==> src/rtl/spi_cfg_sequencer.sv <==
// Board bring-up sequencer: walks enabled SPI config engines in index order,
// muxing the shared spi_master command bus and chip-select to one engine at a time.
module spi_cfg_sequencer #(
    parameter int NUM_DEV         = 3,
    parameter int MOSI_DATA_WIDTH = 24,
    parameter int MISO_DATA_WIDTH = 8,
    parameter int LOCK_DEV        = 0,
    parameter int SCLK_DIV_LOG2   = 6,
    parameter int TIMEOUT_CYC     = 2**20,
    parameter int GAP_CYC         = 16
) (
    input  logic                                 clk,
    input  logic                                 nrst,
    input  logic                                 soft_rst,
    input  logic                                 i_cfg_start,
    input  logic [NUM_DEV-1:0]                   i_dev_en,
    input  logic                                 i_lock,
    output logic                                 o_cfg_busy,
    output logic                                 o_cfg_done,
    output logic                                 o_cfg_err,
    output logic [(NUM_DEV>1 ? $clog2(NUM_DEV) : 1)-1:0] o_err_dev,
    output logic [NUM_DEV-1:0]                   o_dev_start,
    input  logic [NUM_DEV-1:0]                   i_dev_done,
    input  logic [NUM_DEV-1:0]                   i_dev_wr_cmd,
    input  logic [NUM_DEV-1:0]                   i_dev_rd_cmd,
    input  logic [NUM_DEV*MOSI_DATA_WIDTH-1:0]   i_dev_wr_data,
    output logic [MISO_DATA_WIDTH:0]             o_dev_rd_data,
    output logic [NUM_DEV-1:0]                   o_dev_busy,
    output logic                                 o_spi_wr_cmd,
    output logic                                 o_spi_rd_cmd,
    output logic [MOSI_DATA_WIDTH-1:0]           o_spi_wr_data,
    input  logic [MISO_DATA_WIDTH:0]             i_spi_rd_data,
    input  logic                                 i_spi_busy,
    input  logic                                 i_spi_ncs,
    output logic                                 o_spi_clk,
    output logic [NUM_DEV-1:0]                   o_cs_n
);

    localparam int PW = (NUM_DEV > 1) ? $clog2(NUM_DEV) : 1;
    localparam int TW = $clog2(TIMEOUT_CYC) + 1;
    localparam int GW = $clog2(GAP_CYC + 1) + 1;

    localparam logic [2:0] IDLE   = 3'd0;
    localparam logic [2:0] SELECT = 3'd1;
    localparam logic [2:0] RUN    = 3'd2;
    localparam logic [2:0] GAP    = 3'd3;
    localparam logic [2:0] DONE   = 3'd4;
    localparam logic [2:0] ERR    = 3'd5;

    logic [2:0]               state;
    logic [PW-1:0]            ptr;
    logic [NUM_DEV-1:0]       en_mask;
    logic [TW-1:0]            tmo;
    logic [GW-1:0]            gap_cnt;
    logic [SCLK_DIV_LOG2-1:0] cnt;
    logic                     start_r;
    logic                     edge_r;
    logic                     last;
    logic                     run_done;
    logic                     gap_ok;

    assign last     = (ptr == PW'(NUM_DEV - 1));
    assign run_done = i_dev_done[ptr] | ((ptr == PW'(LOCK_DEV)) & i_lock);
    assign gap_ok   = (GAP_CYC == 0) || (gap_cnt >= GW'(GAP_CYC - 1));

    always_ff @(posedge clk or negedge nrst) begin
        if (!nrst) begin
            state      <= IDLE;
            ptr        <= '0;
            en_mask    <= '0;
            tmo        <= '0;
            gap_cnt    <= '0;
            cnt        <= '0;
            start_r    <= 1'b0;
            edge_r     <= 1'b0;
            o_cfg_done <= 1'b0;
            o_cfg_err  <= 1'b0;
            o_err_dev  <= '0;
        end else begin
            cnt        <= soft_rst ? '0 : cnt + 1'b1;
            start_r    <= i_cfg_start;
            edge_r     <= ~soft_rst & i_cfg_start & ~start_r;
            o_cfg_done <= 1'b0;
            if (soft_rst) begin
                state     <= IDLE;
                ptr       <= '0;
                o_cfg_err <= 1'b0;
                o_err_dev <= '0;
            end else begin
                case (state)
                    IDLE: if (edge_r) begin
                        state     <= SELECT;
                        en_mask   <= i_dev_en;
                        ptr       <= '0;
                        o_cfg_err <= 1'b0;
                    end
                    SELECT: begin
                        if (en_mask[ptr]) begin
                            state <= RUN;
                            tmo   <= '0;
                        end else if (last) begin
                            state <= DONE;
                        end else begin
                            ptr <= ptr + 1'b1;
                        end
                    end
                    // done takes priority over a coincident timeout
                    RUN: begin
                        if (run_done) begin
                            state   <= GAP;
                            gap_cnt <= '0;
                        end else if (tmo == TW'(TIMEOUT_CYC - 1)) begin
                            state <= ERR;
                        end else if (tmo != '1) begin
                            tmo <= tmo + 1'b1;
                        end
                    end
                    GAP: begin
                        if (gap_cnt != GW'(GAP_CYC)) gap_cnt <= gap_cnt + 1'b1;
                        if (gap_ok && !i_spi_busy) begin
                            if (last) begin
                                state <= DONE;
                            end else begin
                                ptr   <= ptr + 1'b1;
                                state <= SELECT;
                            end
                        end
                    end
                    DONE: begin
                        o_cfg_done <= 1'b1;
                        state      <= IDLE;
                    end
                    ERR: begin
                        o_cfg_err <= 1'b1;
                        o_err_dev <= ptr;
                        state     <= IDLE;
                    end
                    default: state <= IDLE;
                endcase
            end
        end
    end

    always_comb begin
        o_dev_start   = '0;
        o_cs_n        = '1;
        o_dev_busy    = '1;
        o_spi_wr_cmd  = 1'b0;
        o_spi_rd_cmd  = 1'b0;
        o_spi_wr_data = '0;
        if (state == RUN) begin
            o_dev_start[ptr] = 1'b1;
            o_cs_n[ptr]      = i_spi_ncs;
            o_dev_busy[ptr]  = i_spi_busy;
            o_spi_wr_cmd     = i_dev_wr_cmd[ptr];
            o_spi_rd_cmd     = i_dev_rd_cmd[ptr];
            o_spi_wr_data    = i_dev_wr_data[ptr*MOSI_DATA_WIDTH +: MOSI_DATA_WIDTH];
        end
    end

    assign o_cfg_busy    = (state != IDLE);
    assign o_dev_rd_data = i_spi_rd_data;
    assign o_spi_clk     = cnt[SCLK_DIV_LOG2-1];

endmodule

==> config.mk <==
export PLATFORM = sky130hd
export DESIGN_NAME = spi_cfg_sequencer
export DESIGN_NICKNAME = d
export VERILOG_FILES = /design/src/rtl/spi_cfg_sequencer.sv
export SDC_FILE = /design/constraint.sdc
export NUM_CORES = 1
export LEC_CHECK = 0
export BUFFER_PORTS_ARGS = -buffer_cell sky130_fd_sc_hd__buf_2
export CORE_ASPECT_RATIO = 1.75
export CORE_MARGIN = 2
export CORE_UTILIZATION = 40
export CTS_BUF_LIST = sky130_fd_sc_hd__clkbuf_8
export DETAILED_ROUTE_END_ITERATION = 16
export GPL_TIMING_DRIVEN = 0
export PLACE_DENSITY = 0.69
export SLEW_MARGIN = 30
export SYNTH_ARGS = -nofsm -noshare
export SYNTH_HDL_FRONTEND = slang
export SYNTH_SLANG_ARGS = --single-unit
==> constraint.sdc <==
create_clock -name clk -period 3.9 [get_ports clk]
set_input_delay 0.39 -clock clk [delete_from_list [all_inputs] [get_ports clk]]
set_output_delay 0.39 -clock clk [all_outputs]
set_load 0.005 [all_outputs]
==> run summary <==
=========================================================================================
Number of synthesized register bits                                                    47
Post-placement worst setup slack                                                  1010 ps
Post-Synth Adder-Cell Area                                                         0.0249
Buffers and inverters on the worst path                                                 4
Most used DFF post-synth                                                     sky130_fd_sc_hd__dfrtp_1
Net count, final                                                                      677
Global placement routability congestion                                             0.864
Setup Fix Bufs, Post-CTS                                                                0
Largest fanout on the critical path                                                    10
Proportion of register bits with asynchronous set or reset after synthesis           1.00
Met3 usage in global routing                                                       0.0369
TritonRoute pass-1 iters                                                                5
Area taken by flip-flops and latches                                             1180 um2
Mapped cell area                                                                 3520 um2
Floorplan row count                                                                    45
Launch instance of the worst register-to-register path                             ptr[1]
Layer carrying the most global-route usage                                           met2
Proportion of synthesized chip area in sequential cells                             0.334
Worst relative slew slack                                                           0.425
Sequence of cells on the critical path                                       buf_2, inv_1, nor2_1, clkbuf_1, a21oi_1, nor2_1, buf_2
VDD IR max                                                                     0.000155 V
Initial DRC Count                                                                     220
Sink Count                                                                             47
Setup clock skew after layout                                                     3.53 ps
Maximum clock path buffer count                                                         2
Required time at the endpoint of the critical path                                3510 ps
Estimated wirelength of the detail-placed design                                  7890 um
Total of hold buffers inserted after clock tree synthesis                               0
Area fraction in compound gates after synthesis                                     0.210
Biggest cell delay along the critical path                                         540 ps
Worst setup slack after layout                                                     946 ps
Max Freq                                                                          338 MHz
Die height                                                                         128 um
H-tree Lvls                                                                             2
Layout cell share with drive strength beyond 1                                      0.327
Leak                                                                              2.06 nW
CTS Root Cell                                                                sky130_fd_sc_hd__clkbuf_8
Vias in the first global route                                                       3492
Total grt overflow                                                                      0
Unique masters post-synth                                                              57
Total routed wirelength                                                          10100 um
Starting density of the core                                                        0.409
Warnings from Yosys                                                                     0
Final number of hold-violating endpoints                                                0
Synthesized-area fraction occupied by xor and xnor cells                          0.00994
Met1 Track Usage GR                                                                 0.238
Worst-case reg-to-reg path depth                                                       10
Area used by multi-input combinational logic                                     2110 um2
Core Footprint                                                                   8610 um2
Cell type with the largest total area after synthesis                        sky130_fd_sc_hd__dfrtp_1
Clock slew at the register clock pins of the worst setup and hold paths             90 ps
Setup repair after global routing missed its margin                                 false
Buffers added on ports                                                                139
Pwr/cell area                                                                  282 nW/um2
ANT nets after route                                                                    0
Number of maximum-capacitance constraint violations                                     0
Resize count post-CTS                                                                   0
Met2 GRT Util                                                                       0.379
First-pass GRT wire length                                                       15800 um
Number of antenna violations at the first check in global routing                       0
Combinational family with the most area after synthesis                      simple AND/OR/NAND/NOR gates
Mapped Avg Cell Area                                                             8.31 um2
Die footprint                                                                    9600 um2
Final setup violating endpoints                                                         0
Final Slew Violations                                                                   0
Slack of the worst reg-to-reg path                                                1020 ps
Number of buffers created by CTS                                                        5
Number of remaining DRC errors                                                          0
Count of flip-flops with a built-in enable after synthesis                              0
Detailed-route wire length per cell                                               14.7 um
Period utilisation layout                                                           0.757
Width of the chip                                                                 74.9 um
Setup tns final                                                                      0 ps
CP top delay family                                                          buffers and inverters
Simple-Gate Fraction of Synth Area                                                  0.250
Synth top area cells                                                         sky130_fd_sc_hd__dfrtp_1, sky130_fd_sc_hd__mux2i_1, sky130_fd_sc_hd__nor2_1
Master of the slowest instance on the critical path                          sky130_fd_sc_hd__nor2_1
Average via count per standard cell                                                  5.41
Status                                                                       finished clean
Portion of synthesized cell area occupied by the leading cell type                  0.334
Clock latency at the later pin of the worst-skew pair                              310 ps
Net count of the mapped netlist                                                       531
Overall global routing resource usage                                               0.208
Critical path class                                                          flip-flop to primary output
Multiplexer share of the synthesized area                                           0.104
Area added between synthesis and finish                                             27.3%
Critical Path Source Type                                                       flip-flop
Reg2reg end                                                                        tmo[7]
Via count                                                                            3721
Clock tree from TritonCTS                                                            done
Post-Syn Instances                                                                    424
IO Count                                                                              150
Final period demand of the worst path                                             2950 ps
Logic depth of the worst setup path including buffers                                   7
N_diodes                                                                                0
Hold WC Path Type                                                            input pin to asynchronous set/reset pin
Transition time at the pin with the least slew margin                              854 ps
Critical path data arrival time                                                   2560 ps
Final-layout fill cell count                                                          820
Nature of the critical path endpoint                                         primary output
Pin count of the biggest net entering global routing                                   48
=========================================================================================
[layout make-up]
class / count / area share
clock buffer: 6 / 0.0184
tap: 117 / 0.0326
clock inverter: 2 / 0.00781
inverter: 11 / 0.00921
sequential: 47 / 0.262
multi-input combinational: 332 / 0.470
timing repair buffer: 139 / 0.156
buffer: 34 / 0.0444
[synth_stat cells, drive strengths merged, types with 2 or more instances]
cell and instances:
nand2b 9, nor2b 2, nand2 28, nand3b 3, inv 10, a21boi 2
a211oi 5, o211a 2, buf 26, ha 7, o32ai 2, nor4b 4
nand3 16, nand4 6, a22o 2, mux2 4, o21a 3, nor3 7
or3 3, or2 2, nor4 3, a211o 2, xnor2 2, and4 3
clkbuf 8, dfrtp 47, a41oi 5, o31ai 2, xor2 2, a21oi 43
a31oi 18, nor3b 3, o21ai 18, and2 5, nor2 79, mux2i 32
[through the flow]
| stage | cells | utilization | power (mW) | hold WS (ps) | cell area, um2 |
|---|---|---|---|---|---|
| floorplan | 424 | - | 0.763 | 94.4 | 3520 |
| global placement | 680 | 0.507 | 0.877 | 393 | 4370 |
| detailed placement | 680 | 0.507 | 0.888 | 388 | 4370 |
| CTS | 688 | 0.521 | 1.27 | 103 | 4490 |
| global route | 688 | 0.521 | 1.34 | 133 | 4490 |
| finish | 688 | 0.521 | 1.26 | 71.0 | 4490 |
[where the power goes]
group / internal (mW) / leakage (nW) / switching [mW] / total, mW
Clock: 0.208 / 0.0612 / 0.179 / 0.387
Sequential: 0.531 / 0.633 / 0.0510 / 0.582
Combinational: 0.135 / 1.36 / 0.161 / 0.296
Total: 0.874 / 2.06 / 0.391 / 1.26
[worst max path at each step]
stage	start	to	slack, ps
after CTS	ptr[0]	o_spi_wr_data[8]	910
after global placement	ptr[1]	tmo[18]	1100
after floorplan	ptr[1]	tmo[12]	1580
after detailed placement	ptr[1]	tmo[6]	1010
after global routing	ptr[0]	o_spi_wr_data[22]	690
final	ptr[0]	o_spi_wr_data[22]	950
[layout by cell type (no fill, tap or decap), types with 4 or more instances in the layout]
master,count
sky130_fd_sc_hd__nand2_1,28
sky130_fd_sc_hd__a31oi_2,5
sky130_fd_sc_hd__mux2_2,4
sky130_fd_sc_hd__dfrtp_1,47
sky130_fd_sc_hd__inv_1,10
sky130_fd_sc_hd__a41oi_1,5
sky130_fd_sc_hd__nor4b_1,4
sky130_fd_sc_hd__nand2b_1,9
sky130_fd_sc_hd__buf_2,144
sky130_fd_sc_hd__clkbuf_8,6
sky130_fd_sc_hd__a21oi_1,43
sky130_fd_sc_hd__buf_1,5
sky130_fd_sc_hd__nor2_1,79
sky130_fd_sc_hd__ha_1,7
sky130_fd_sc_hd__nand4_1,5
sky130_fd_sc_hd__nand3_1,16
sky130_fd_sc_hd__mux2i_1,32
sky130_fd_sc_hd__nor3_1,7
sky130_fd_sc_hd__a31oi_1,13
sky130_fd_sc_hd__and2_1,5
sky130_fd_sc_hd__o21ai_0,15
sky130_fd_sc_hd__clkbuf_1,8
sky130_fd_sc_hd__buf_4,14
[routing by layer]
metal / up-vias / part of all wire
li1: 1811 / -
met1: 1756 / 0.39
met2: 141 / 0.54
met5: - / 0
met4: 0 / 0.018
met3: 13 / 0.057
[flip-flops by register name, indices dropped and copies added (netlist names)]
name        cells
ptr             2
cnt             6
edge_r          1
gap_cnt         6
tmo            21
o_err_dev       2
en_mask         3
o_cfg_done      1
state           3
o_cfg_err       1
start_r         1
[cells by family (layout without fill, tap and decap cells)]
family / after synthesis / after routing
xor+xnor: 4 / 4
mux: 36 / 36
compound gates: 109 / 109
buf+inv: 45 / 192
flops: 47 / 47
simple gates: 176 / 176
fa+ha+maj: 7 / 7
Note: power is estimated with default switching activity, not from simulation.
